[config.mk]
export PLATFORM = sky130hd
export DESIGN_NAME = dmem_bridge
export DESIGN_NICKNAME = d
export VERILOG_FILES = /design/src/rtl/raisin64_mem_pkg.sv /design/src/rtl/dmem_bridge.sv
export SDC_FILE = /design/constraint.sdc
export NUM_CORES = 1
export LEC_CHECK = 0
export CORE_MARGIN = 5
export CORE_UTILIZATION = 51
export DETAILED_ROUTE_END_ITERATION = 7
export PLACE_DENSITY = 0.89
export SLEW_MARGIN = 25
export SYNTH_ARGS = -nofsm -noshare
export SYNTH_HDL_FRONTEND = slang
export SYNTH_SLANG_ARGS = --single-unit
export TNS_END_PERCENT = 5
[constraint.sdc]
create_clock -name clk -period 15.6 [get_ports clk]
set_clock_uncertainty 0.15 [all_clocks]
set_input_delay 2.34 -clock clk [delete_from_list [all_inputs] [get_ports clk]]
set_output_delay 2.34 -clock clk [all_outputs]
set_load 0.05 [all_outputs]
[src/rtl/raisin64_mem_pkg.sv]
// Shared data-memory definitions: access-width encodings, beat counts and bridge states.
package raisin64_mem_pkg;

  localparam logic [1:0] W_BYTE  = 2'd0;
  localparam logic [1:0] W_HALF  = 2'd1;
  localparam logic [1:0] W_WORD  = 2'd2;
  localparam logic [1:0] W_DWORD = 2'd3;

  localparam int unsigned DMEM_W = 64;
  localparam int unsigned BEAT_W = 16;

  typedef enum logic [1:0] {
    IDLE = 2'd0,
    REQ  = 2'd1,
    DONE = 2'd2
  } bridge_state_e;

  // Access captured when the bridge leaves IDLE.
  typedef struct packed {
    logic [DMEM_W-1:0] dout;
    logic [1:0]        width;
    logic              write;
    logic              lane;
  } dmem_xfer_t;

  function automatic logic [2:0] beats_per_width(input logic [1:0] w);
    case (w)
      W_WORD:  return 3'd2;
      W_DWORD: return 3'd4;
      default: return 3'd1;
    endcase
  endfunction

endpackage

[src/rtl/dmem_bridge.sv]
// Splits 64-bit pipeline loads/stores into 16-bit req/ack beats on a narrow SRAM bus,
// with a per-beat ack timeout that completes the access with bus_err.
module dmem_bridge
  import raisin64_mem_pkg::*;
#(
  parameter int unsigned ADDR_W  = 24,
  parameter int unsigned TIMEOUT = 255
) (
  input  logic              clk,
  input  logic              rst,
  input  logic [63:0]       dmem_addr,
  input  logic [63:0]       dmem_dout,
  output logic [63:0]       dmem_din,
  input  logic [1:0]        dmem_write_width,
  input  logic              dmem_rstrobe,
  input  logic              dmem_wstrobe,
  output logic              dmem_cycle_complete,
  output logic              bus_err,
  output logic [ADDR_W-2:0] mem_addr,
  output logic [15:0]       mem_wdata,
  input  logic [15:0]       mem_rdata,
  output logic [1:0]        mem_be,
  output logic              mem_req,
  output logic              mem_we,
  input  logic              mem_ack
);

  localparam int unsigned IW = ADDR_W - 1;
  localparam int unsigned TW = (TIMEOUT < 2) ? 1 : $clog2(TIMEOUT);

  bridge_state_e   state_q, state_d;
  dmem_xfer_t      xfer_q, xfer_d;
  logic [IW-1:0]   base_q, base_d;
  logic [1:0]      beat_q, beat_d;
  logic [TW-1:0]   tmo_q, tmo_d;
  logic [63:0]     result_q, result_d;
  logic [63:0]     din_q, din_d;
  logic [IW-1:0]   addr_q, addr_d;
  logic [15:0]     wdata_q, wdata_d;
  logic [1:0]      be_q, be_d;
  logic            req_q, req_d;
  logic            we_q, we_d;
  logic            cpl_q, cpl_d;
  logic            err_q, err_d;
  logic [1:0]      last_beat;
  logic [IW-1:0]   strobe_idx;
  logic [63-ADDR_W:0] unused_addr_hi;

  assign unused_addr_hi = dmem_addr[63:ADDR_W];
  assign strobe_idx     = dmem_addr[ADDR_W-1:1];
  assign last_beat      = 2'(beats_per_width(xfer_q.width) - 3'd1);

  function automatic logic [IW-1:0] align_index(input logic [IW-1:0] idx, input logic [1:0] w);
    logic [IW-1:0] a;
    a = idx;
    if (w == W_WORD) a[0] = 1'b0;
    else if (w == W_DWORD) a[1:0] = 2'b00;
    return a;
  endfunction

  // Byte stores replicate the byte on both lanes; be selects the live one.
  function automatic logic [15:0] beat_wdata(input dmem_xfer_t x, input logic [1:0] k);
    if (x.width == W_BYTE) return {x.dout[7:0], x.dout[7:0]};
    return x.dout[{k, 4'b0000} +: 16];
  endfunction

  function automatic logic [1:0] beat_be(input dmem_xfer_t x);
    if (x.width == W_BYTE) return x.lane ? 2'b10 : 2'b01;
    return 2'b11;
  endfunction

  always_comb begin
    state_d  = state_q;
    xfer_d   = xfer_q;
    base_d   = base_q;
    beat_d   = beat_q;
    tmo_d    = tmo_q;
    result_d = result_q;
    din_d    = din_q;
    addr_d   = addr_q;
    wdata_d  = wdata_q;
    be_d     = be_q;
    req_d    = req_q;
    we_d     = we_q;
    cpl_d    = 1'b0;
    err_d    = 1'b0;

    case (state_q)
      IDLE: begin
        if (dmem_rstrobe || dmem_wstrobe) begin
          xfer_d.dout  = dmem_dout;
          xfer_d.width = dmem_write_width;
          xfer_d.write = dmem_wstrobe;
          xfer_d.lane  = dmem_addr[0];
          base_d       = align_index(strobe_idx, dmem_write_width);
          beat_d       = 2'd0;
          tmo_d        = '0;
          result_d     = '0;
          addr_d       = base_d;
          wdata_d      = beat_wdata(xfer_d, 2'd0);
          be_d         = beat_be(xfer_d);
          req_d        = 1'b1;
          we_d         = dmem_wstrobe;
          state_d      = REQ;
        end
      end

      REQ: begin
        if (mem_ack) begin
          tmo_d = '0;
          if (!xfer_q.write) begin
            if (xfer_q.width == W_BYTE)
              result_d = {56'd0, (xfer_q.lane ? mem_rdata[15:8] : mem_rdata[7:0])};
            else
              result_d[{beat_q, 4'b0000} +: 16] = mem_rdata;
          end
          if (beat_q == last_beat) begin
            state_d = DONE;
            req_d   = 1'b0;
            we_d    = 1'b0;
            cpl_d   = 1'b1;
            if (!xfer_q.write) din_d = result_d;
          end else begin
            beat_d  = beat_q + 2'd1;
            addr_d  = base_q + IW'(beat_d);
            wdata_d = beat_wdata(xfer_q, beat_d);
          end
        end else if (tmo_q == TW'(TIMEOUT - 1)) begin
          // Ack never came: finish the access with an error instead of hanging.
          state_d = DONE;
          req_d   = 1'b0;
          we_d    = 1'b0;
          cpl_d   = 1'b1;
          err_d   = 1'b1;
          if (!xfer_q.write) din_d = '1;
        end else begin
          tmo_d = tmo_q + TW'(1);
        end
      end

      DONE: state_d = IDLE;

      default: state_d = IDLE;
    endcase
  end

  always_ff @(posedge clk or posedge rst) begin
    if (rst) begin
      state_q  <= IDLE;
      xfer_q   <= '0;
      base_q   <= '0;
      beat_q   <= '0;
      tmo_q    <= '0;
      result_q <= '0;
      din_q    <= '0;
      addr_q   <= '0;
      wdata_q  <= '0;
      be_q     <= '0;
      req_q    <= 1'b0;
      we_q     <= 1'b0;
      cpl_q    <= 1'b0;
      err_q    <= 1'b0;
    end else begin
      state_q  <= state_d;
      xfer_q   <= xfer_d;
      base_q   <= base_d;
      beat_q   <= beat_d;
      tmo_q    <= tmo_d;
      result_q <= result_d;
      din_q    <= din_d;
      addr_q   <= addr_d;
      wdata_q  <= wdata_d;
      be_q     <= be_d;
      req_q    <= req_d;
      we_q     <= we_d;
      cpl_q    <= cpl_d;
      err_q    <= err_d;
    end
  end

  assign dmem_din            = din_q;
  assign dmem_cycle_complete = cpl_q;
  assign bus_err             = err_q;
  assign mem_addr            = addr_q;
  assign mem_wdata           = wdata_q;
  assign mem_be              = be_q;
  assign mem_req             = req_q;
  assign mem_we              = we_q;

endmodule

==> results.yml, run 1 <==
min_path:
  hold_path.class: "reg -> reg"
  holdCritStartpoint: "xfer_q[47]$_DFFE_PP0P_"
clocking:
  postCtsHoldBufs: 0
  postCtsSetupBuffers: 0
  cts_root_buffer: "clkbuf_16"
  clk_pin_slew_ns: 0.06
  clk_path_buf_depth: 3
  htree_levels: 1
  cts.sinks: 276
  cts_resized: 0
  cts_tree: "built"
  numCtsBuffers: 29
  clk_latency_ns: 0.54
power:
  p_int_uw: 2063
  power.density_nw_per_um2: 231.4
  switching_power_uw: 1711
  power_leakage_uw: 0.007077
  vdd_drop_max_uv: 201.0
  clock_power_share_pct: 18.3
  switching_share_pct: 45.33
  pwr-share-comb_pct: 49.9
  pwr-share-seq_pct: 31.8
yosys:
  synth_top_family_by_area: "compound AO/OA/AOI/OAI gates"
  synth_cell_types: 60
  synth_xor_area_share_pct: 1.417
  ys_async_sr_fraction_pct: 100.0
  synth_compound_area_share_pct: 15.56
  muxShareOfSynthArea_pct: 10.03
  synth-simple-area-share_pct: 15.34
  syn-cell-area_um2: 12980
  yosysWarnings: 0
  synth_fa_ha_area_share_pct: 1.022
  syn_nets: 1451
  synth_top_area_share_pct: 53.22
  synthCells: 1290
  synth_edf_count: 0
  yosysMostFrequentCell: "nand2_1"
  synth_seq_cells: 276
  yosys-top-cells-count: "nand2_1, dfrtp_1, o21ai_0, clkbuf_1, mux2_2"
  yosysTopAreaCell: "dfrtp_1"
  syn_avg_cell_area_um2: 10.06
  yosysSeqAreaShare_pct: 53.22
  synth_area_leaders: "dfrtp_1, nand2_1, mux2_2"
  synth_flop_cell: "dfrtp_1"
sta:
  min_period_over_period_pct: 30.85
  setup_viol: 0
  slew_headroom_pct: 33.37
  fmaxAchievable_mhz: 207.8
  hold_viol: 0
  fin_tns_setup_ns: 0
  fin_crit_ns: 4.813
  layout_setup_ws_ns: 10.79
  tightest_slew_ns: 0.9994
  rsz0062_at_grt: "false"
  slew_violations: 0
route:
  num_vias: 10840
  drt_iter0_markers: 1068
  avgRoutedWirePerCell_um: 20.04
  routed_wirelength_um: 36170
  first_pass_iters: 6
  route.detailed.drc: 0
  ant_nets: 0
  via_per_inst: 6.004
critical_path:
  worst_setup_path_end_kind: "flop"
  worstSetupPathType: "in -> reg"
  path_max_fanout: 95
  cp_data_arrival_time_ns: 5.15
  cp.required_ns: 15.94
  start_kind: "primary input"
  reg2reg_from: "beat_q[0]$_DFFE_PP0P_"
  cp-startpoint: "mem_ack"
floorplanning:
  initial_utilization_pct: 51.69
  die_area_um2: 28740
  coreArea_um2: 25110
  die_width_um: 169.5
  io-pin-count: 260
  die_y_um: 169.5
  rows: 58
placement:
  place_ws_ns: 10.00
  io_buffers: 219
  gp_congestion: 0.8554
  dpl.hpwl_um: 23000
global_routing:
  grt_pass1_wl_um: 57950
  grt_pass1_vias: 10830
  grt_overflow: 0
  grt_max_degree: 138
  antenna_found_initial: 3
  grt_use_total_pct: 24.63
cells_and_area:
  drive_gt1_share_pct: 10.32
  nets: 1612
  syn_to_final_growth_pct: 25.62
run:
  drv_cap: 0
outcome:
  status: "finished, final reports clean"
cell usage in the layout (no fill, tap or decap), types with 18 or more instances in the layout:
cell / netlist / layout
nand2_1: 386 / 385
o21ai_0: 94 / 94
a32oi_1: 47 / 47
nor2_1: 22 / 20
mux2_2: 58 / 58
dfrtp_1: 276 / 276
clkbuf_16: 0 / 29
clkdlybuf4s50_1: 0 / 218
o31ai_1: 52 / 52
a21oi_1: 18 / 18
state kept, by name (all words and copies together), names as in the netlist, 8 cells and up:
signal	cells
tmo_q	8
xfer_q	68
result_q	64
base_q	23
mem_wdata	16
dmem_din	64
mem_addr	23
cells by family (layout without fill, tap and decap cells):
kind of cell	count (synthesis)	in the layout
simple gates	478	478
other cells	0	2
buf+inv	113	296
fa+ha+maj	10	10
flops	276	276
xor+xnor	21	21
compound gates	291	291
mux	101	101
path summary, 6_finish.rpt:
kind                                            end  slack [ns]  cells after the start
max in group asynchronous    xfer_q[50]$_DFFE_PP0P_       10.88                      4
max reg2reg                mem_addr[20]$_DFFE_PP0P_       11.68                     10
min reg2reg                  xfer_q[47]$_DFFE_PP0P_        0.32                      2
min in group asynchronous  dmem_din[12]$_DFFE_PP0P_        2.16                      2
min                          xfer_q[47]$_DFFE_PP0P_        0.32                      2
max                          xfer_q[35]$_DFFE_PP0P_       10.79                      8
worst max-delay path: stages:
cell     delay (ns)
buf_2          0.08
buf_4          0.56
nor2b_1        0.17
or3_4          0.63
nor2_4         0.18
buf_4          0.72
nand2_1        0.24
nand2_1        0.10
stage by stage:
| stage | total power [µW] | hold WS [ns] | utilization, % | instances | area, µm² |
|---|---|---|---|---|---|
| 5_1_grt | 4002 | 0.3410 | 64.93 | 1805 | 16300 |
| 6_report | 3774 | 0.3227 | 64.93 | 1805 | 16300 |
| 4_1_cts | 3787 | 0.3269 | 64.87 | 1803 | 16290 |
| 2_1_floorplan | 2491 | 0.2903 | - | 1290 | 12980 |
| 3_5_place_dp | 3083 | 0.3124 | 61.08 | 1750 | 15340 |
| 3_3_place_gp | 3029 | 0.3046 | 61.04 | 1750 | 15330 |
power by group through the flow:
stage,combinational (µW),clock [µW],sequential [µW]
2_1_floorplan,868,0,1620
5_1_grt,2040,730,1240
3_5_place_dp,1880,0,1210
4_1_cts,1890,699,1200
3_3_place_gp,1840,0,1190
6_report,1880,691,1200
per-layer routing:
| metal | share of wire, % | vias to the layer above | track usage [%] |
|---|---|---|---|
| met2 | 48 | 500 | 38.65 |
| met4 | 4.2 | 2 | 10.47 |
| met5 | 0.025 | - | 0 |
| met3 | 8.4 | 112 | 5.544 |
| li1 | - | 4897 | - |
| met1 | 39 | 5326 | 33.36 |
area by class of cell:
| cell class | instances | area [µm²] |
|---|---|---|
| timing repair buffer | 233 | 2292 |
| multi-input combinational | 901 | 5685 |
| antenna | 2 | 5.005 |
| inverter | 10 | 50.05 |
| clock buffer | 45 | 855.8 |
| fill | 1968 | 8805 |
| sequential | 276 | 6907 |
| tap | 330 | 412.9 |
| clock inverter | 8 | 96.34 |
No activity file was read; power rests on OpenSTA's default activity.
==> inputs of run 2 (changes only) <==
--- a/config.mk
+++ b/config.mk
@@ -6,9 +6,9 @@
 export NUM_CORES = 1
 export LEC_CHECK = 0
 export CORE_MARGIN = 5
-export CORE_UTILIZATION = 51
+export CORE_UTILIZATION = 47
 export DETAILED_ROUTE_END_ITERATION = 7
-export PLACE_DENSITY = 0.89
+export PLACE_DENSITY = 0.87
 export SLEW_MARGIN = 25
 export SYNTH_ARGS = -nofsm -noshare
 export SYNTH_HDL_FRONTEND = slang
==> constraint.sdc (replaced) <==
create_clock -name clk -period 4.3 [get_ports clk]
set_clock_uncertainty 0.15 [all_clocks]
set_input_delay 0.645 -clock clk [delete_from_list [all_inputs] [get_ports clk]]
set_output_delay 0.645 -clock clk [all_outputs]
set_load 0.05 [all_outputs]
==> results.yml, run 2 (same netlist as run 1, synthesis figures left out) <==
floorplanning:
  io-pin-count: 260
  rows: 60
  die_width_um: 176.2
  initial_utilization_pct: 47.89
  coreArea_um2: 27100
  die_area_um2: 31040
  die_y_um: 176.2
critical_path:
  rrSetupSlack_ns: 1.14
  cp-startpoint: "beat_q[0]$_DFFE_PP0P_"
  path_cells: "inv_1 > ha_1 > buf_4 > or4b_1 > nor3b_2 > buf_4 > nor2b_1 > a22o_1"
  cp.required_ns: 4.64
  crit_top_cell: "buf_4"
  worst_setup_path_end_kind: "flop"
  start_kind: "flop"
  slowest_stage: "or4b_1"
  slowest_delay_ns: 0.55
  cp_data_arrival_time_ns: 3.50
  reg2reg_from: "beat_q[0]$_DFFE_PP0P_"
  rr_worst_depth: 8
  setup.worst_path.end: "result_q[10]$_DFFE_PP0P_"
  crit_family: "simple AND/OR/NAND/NOR gates"
  cp_num_cells: 8
  r2r_end: "result_q[10]$_DFFE_PP0P_"
  path_buf_inv: 3
  path_max_fanout: 21
  worstSetupPathType: "reg -> reg"
sta:
  rsz0062_at_grt: "false"
  min_period_over_period_pct: 73.45
  setup_viol: 0
  slew_headroom_pct: 38.71
  slew_violations: 0
  tightest_slew_ns: 0.9175
  fin_crit_ns: 3.158
  hold_viol: 0
  fin_tns_setup_ns: 0
  fmaxAchievable_mhz: 316.6
global_routing:
  grt_use_total_pct: 23.33
  grt_overflow: 0
  grt_pass1_wl_um: 58990
  grt_max_degree: 96
  grt_pass1_vias: 10770
  antenna_found_initial: 0
route:
  avgRoutedWirePerCell_um: 19.87
  ant_nets: 0
  num_vias: 10830
  route.detailed.drc: 0
  drt_iter0_markers: 1184
  via_per_inst: 5.821
  first_pass_iters: 6
  routed_wirelength_um: 36990
cells_and_area:
  nets: 1627
  final_cell_mix: "nand2_1, dfrtp_1, clkdlybuf4s50_1, o21ai_0, mux2_2"
  syn_to_final_growth_pct: 28.18
  largest_register: "xfer_q"
  drive_gt1_share_pct: 11.48
  final_core_util_pct: 61.39
  final_common_cell: "nand2_1"
  fill_cells: 2158
  n_antenna_cell: 0
  largest_reg_flops: 68
clocking:
  cts_root_buffer: "clkbuf_16"
  postCtsSetupBuffers: 0
  numCtsBuffers: 30
  cts.sinks: 276
  postCtsHoldBufs: 0
  htree_levels: 1
  clk_latency_ns: 0.57
  clk_path_buf_depth: 3
  cts_tree: "built"
  cts_resized: 0
  clk_pin_slew_ns: 0.06
placement:
  gp_congestion: 0.8391
  io_buffers: 219
  dpl.hpwl_um: 24240
power:
  power_leakage_uw: 0.007213
  vdd_drop_max_uv: 407.5
  power.density_nw_per_um2: 850.1
run:
  drv_cap: 0
outcome:
  status: "finished, final reports clean"
min_path:
  hold_path.class: "reg -> reg"
==> run 2: where the power goes <==
| group | switching (µW) | internal [µW] | leakage (µW) |
|---|---|---|---|
| Combinational | 4500 | 2460 | 0.00318 |
| Clock | 1070 | 1750 | 0.000532 |
| Sequential | 751 | 3610 | 0.00350 |
==> run 2: worst min-delay path: stages, from the launching register on <==
cell and delay (ns):
dfrtp_1 0.33, nand2_1 0.05, nand2_1 0.06
==> run 2: worst min path at each step <==
| stage | startpoint | end | slack (ns) | cells past startpoint |
|---|---|---|---|---|
| 6_report | xfer_q[45]$_DFFE_PP0P_ | xfer_q[45]$_DFFE_PP0P_ | 0.32 | 2 |
| 5_1_grt | xfer_q[21]$_DFFE_PP0P_ | xfer_q[21]$_DFFE_PP0P_ | 0.34 | 2 |
| 4_1_cts | xfer_q[45]$_DFFE_PP0P_ | xfer_q[45]$_DFFE_PP0P_ | 0.32 | 2 |
| 3_5_place_dp | xfer_q[45]$_DFFE_PP0P_ | xfer_q[45]$_DFFE_PP0P_ | 0.31 | 2 |
| 3_3_place_gp | xfer_q[31]$_DFFE_PP0P_ | xfer_q[31]$_DFFE_PP0P_ | 0.30 | 2 |
| 2_1_floorplan | xfer_q[58]$_DFFE_PP0P_ | xfer_q[58]$_DFFE_PP0P_ | 0.29 | 2 |
==> run 2: final cells by class <==
cell class	count	area [µm²]	area share, %
Clock buffer	41	852.1	5.122
Clock inverter	14	242.7	1.459
Inverter	10	41.29	0.2482
Multi-Input combinational cell	901	5668	34.07
Sequential cell	276	6907	41.52
Tap cell	372	465.4	2.798
Timing Repair Buffer	247	2460	14.79
==> run 2: routing by layer <==
layer	GRT usage [%]	vias up	part of all wire (%)
li1	-	4922	-
met2	38.00	495	48
met1	31.24	5300	40
met5	0	-	0
met4	8.902	0	4.3
met3	4.347	115	8.3
==> run 2: per-stage QoR <==
step                      instances  cell area [µm²]  setup slack (ns)  total power (µW)  hold WS (ns)
final                          1861            16640             1.142             14140        0.3205
after detailed placement       1806            15540             1.106             11330        0.3079
after floorplan                1290            12980           -0.1464              9038        0.2903
after global routing           1861            16640            0.9136             14930        0.3416
after global placement         1806            15540             1.172             11120        0.3042
after CTS                      1861            16640             1.130             14200        0.3223
==> inputs of run 3 (changes only) <==
--- a/config.mk
+++ b/config.mk
@@ -6,9 +6,9 @@
 export NUM_CORES = 1
 export LEC_CHECK = 0
 export CORE_MARGIN = 5
-export CORE_UTILIZATION = 47
+export CORE_UTILIZATION = 51
 export DETAILED_ROUTE_END_ITERATION = 7
-export PLACE_DENSITY = 0.87
+export PLACE_DENSITY = 0.89
 export SLEW_MARGIN = 25
 export SYNTH_ARGS = -nofsm -noshare
 export SYNTH_HDL_FRONTEND = slang
==> constraint.sdc (replaced) <==
create_clock -name clk -period 3 [get_ports clk]
set_clock_uncertainty 0.15 [all_clocks]
set_input_delay 0.45 -clock clk [delete_from_list [all_inputs] [get_ports clk]]
set_output_delay 0.45 -clock clk [all_outputs]
set_load 0.05 [all_outputs]
==> results.yml, run 3 (same netlist as run 1, synthesis figures left out) <==
power:
  switching_share_pct: 44.52
  power_leakage_uw: 0.007335
  finalPower_uw: 20480
  clock_power_share_pct: 19.3
  power.density_nw_per_um2: 1222
  p_int_uw: 11360
  pwr-share-comb_pct: 50.3
  switching_power_uw: 9117
  pwr-share-seq_pct: 30.3
  vdd_drop_max_uv: 635.4
critical_path:
  slowest_stage: "or4_1"
  slowest_delay_ns: 0.56
  cp.required_ns: 3.34
  cp_data_arrival_time_ns: 3.07
  path_cells: "inv_1 > ha_1 > ha_1 > a21oi_2 > or4_1 > or4_1 > a41oi_1 > a21o_1"
  worst_setup_path_end_kind: "flop"
  worstSetupPathType: "reg -> reg"
  start_kind: "flop"
  path_buf_inv: 1
  path_max_fanout: 3
  crit_family: "simple AND/OR/NAND/NOR gates"
route:
  routed_wirelength_um: 37460
  wl_met1_um: 14370
  avgRoutedWirePerCell_um: 20.38
  wl_met3_um: 3201
  ant_nets: 0
  drt_iter0_markers: 1248
  num_vias: 10960
  highest_layer: "met4"
  route.detailed.drc: 0
  via_per_inst: 5.962
  first_pass_iters: 8
  routed-wl-met2_um: 18210
cells_and_area:
  syn_to_final_growth_pct: 29.15
  largest_register: "xfer_q"
  n_antenna_cell: 0
  final_cell_mix: "nand2_1, dfrtp_1, clkdlybuf4s50_1, o21ai_0, mux2_2"
  final_common_cell: "nand2_1"
  nets: 1646
  largest_reg_flops: 68
  drive_gt1_share_pct: 12.67
clocking:
  cts_tree: "built"
  clk_pin_slew_ns: 0.06
  postCtsHoldBufs: 0
  clk_latency_ns: 0.55
  clk_path_buf_depth: 3
  numCtsBuffers: 29
  cts.sinks: 276
  postCtsSetupBuffers: 0
  cts_resized: 0
  htree_levels: 1
  cts_root_buffer: "clkbuf_16"
global_routing:
  grt_overflow: 0
  grt_use_total_pct: 25.61
  grt_pass1_wl_um: 59910
  antenna_found_initial: 0
  grt_pass1_vias: 11270
  grt_max_degree: 105
sta:
  slew_headroom_pct: 53.21
  tightest_slew_ns: 0.7004
  slew_violations: 0
  rsz0062_at_grt: "false"
  fmaxAchievable_mhz: 366.7
  hold_viol: 0
  fin_crit_ns: 2.727
  timing.hold.ws_ns: 0.1102
  setup_viol: 0
  min_period_over_period_pct: 90.89
floorplanning:
  rows: 58
  coreArea_um2: 25110
  die_y_um: 169.5
  die_width_um: 169.5
  io-pin-count: 260
  die_area_um2: 28740
  initial_utilization_pct: 51.69
placement:
  gp_congestion: 0.8661
  dpl.hpwl_um: 25070
  io_buffers: 219
outcome:
  status: "finished, final reports clean"
run:
  drv_cap: 0
min_path:
  hold_path.class: "in -> reg"
-- run 3: cell types whose count changed in the layout (fill, tap and decap cells not counted), moves of 2 or more --
cell        before  now
clkbuf_1         5    3
buf_4           23   39
clkbuf_8         6   11
buf_12           5    9
clkinvlp_4       3    1
-- run 3: per-layer routing --
metal  GRT usage (%)  up-vias
met4           10.99        0
met5               0        -
li1                -     4943
met2           41.65      564
met3           4.729      130
met1           34.01     5322
-- run 3: path summary, 6_finish.rpt --
kind / slack, ns / start / endpoint / depth (start not counted)
worst min register to register: 0.32 / mem_req$_DFFE_PP0P_ / mem_req$_DFFE_PP0P_ / 1
min in group asynchronous: 0.12 / rst / tmo_q[7]$_DFFE_PP0P_ / 2
worst min-delay path: 0.11 / mem_ack / tmo_q[4]$_DFFE_PP0P_ / 2
worst max-delay path: 0.27 / beat_q[1]$_DFFE_PP0P_ / mem_addr[15]$_DFFE_PP0P_ / 8
max in group asynchronous: 1.69 / rst / xfer_q[56]$_DFFE_PP0P_ / 3
worst max register to register: 0.27 / beat_q[1]$_DFFE_PP0P_ / mem_addr[15]$_DFFE_PP0P_ / 8
-- run 3: per-stage QoR --
stage | cells | TNS (ns) | setup slack (ns) | utilization (%) | instance area [µm²]
3_5_place_dp | 1784 | 0 | 0.2823 | 62.49 | 15690
2_1_floorplan | 1290 | -345.38 | -1.251 | - | 12980
4_1_cts | 1838 | 0 | 0.2868 | 66.76 | 16760
6_report | 1838 | 0 | 0.2733 | 66.76 | 16760
3_3_place_gp | 1784 | 0 | 0.3148 | 62.49 | 15690
5_1_grt | 1838 | 0 | 0.1636 | 66.76 | 16760
-- run 3: final cells by class --
type,count,area (µm²)
inverter,10,41.29
clock inverter,11,183.9
clock buffer,43,888.4
multi-input combinational,901,5669
timing repair buffer,267,2660
tap,330,412.9
fill,1838,8347
sequential,276,6907
-- run 3: power by group through the flow --
stage,sequential [µW],clock [µW],combinational [µW]
3_3_place_gp,6110,0,10000
6_report,6210,3960,10300
4_1_cts,6190,4000,10300
5_1_grt,6370,4150,11000
2_1_floorplan,8440,0,4510
3_5_place_dp,6220,0,10300
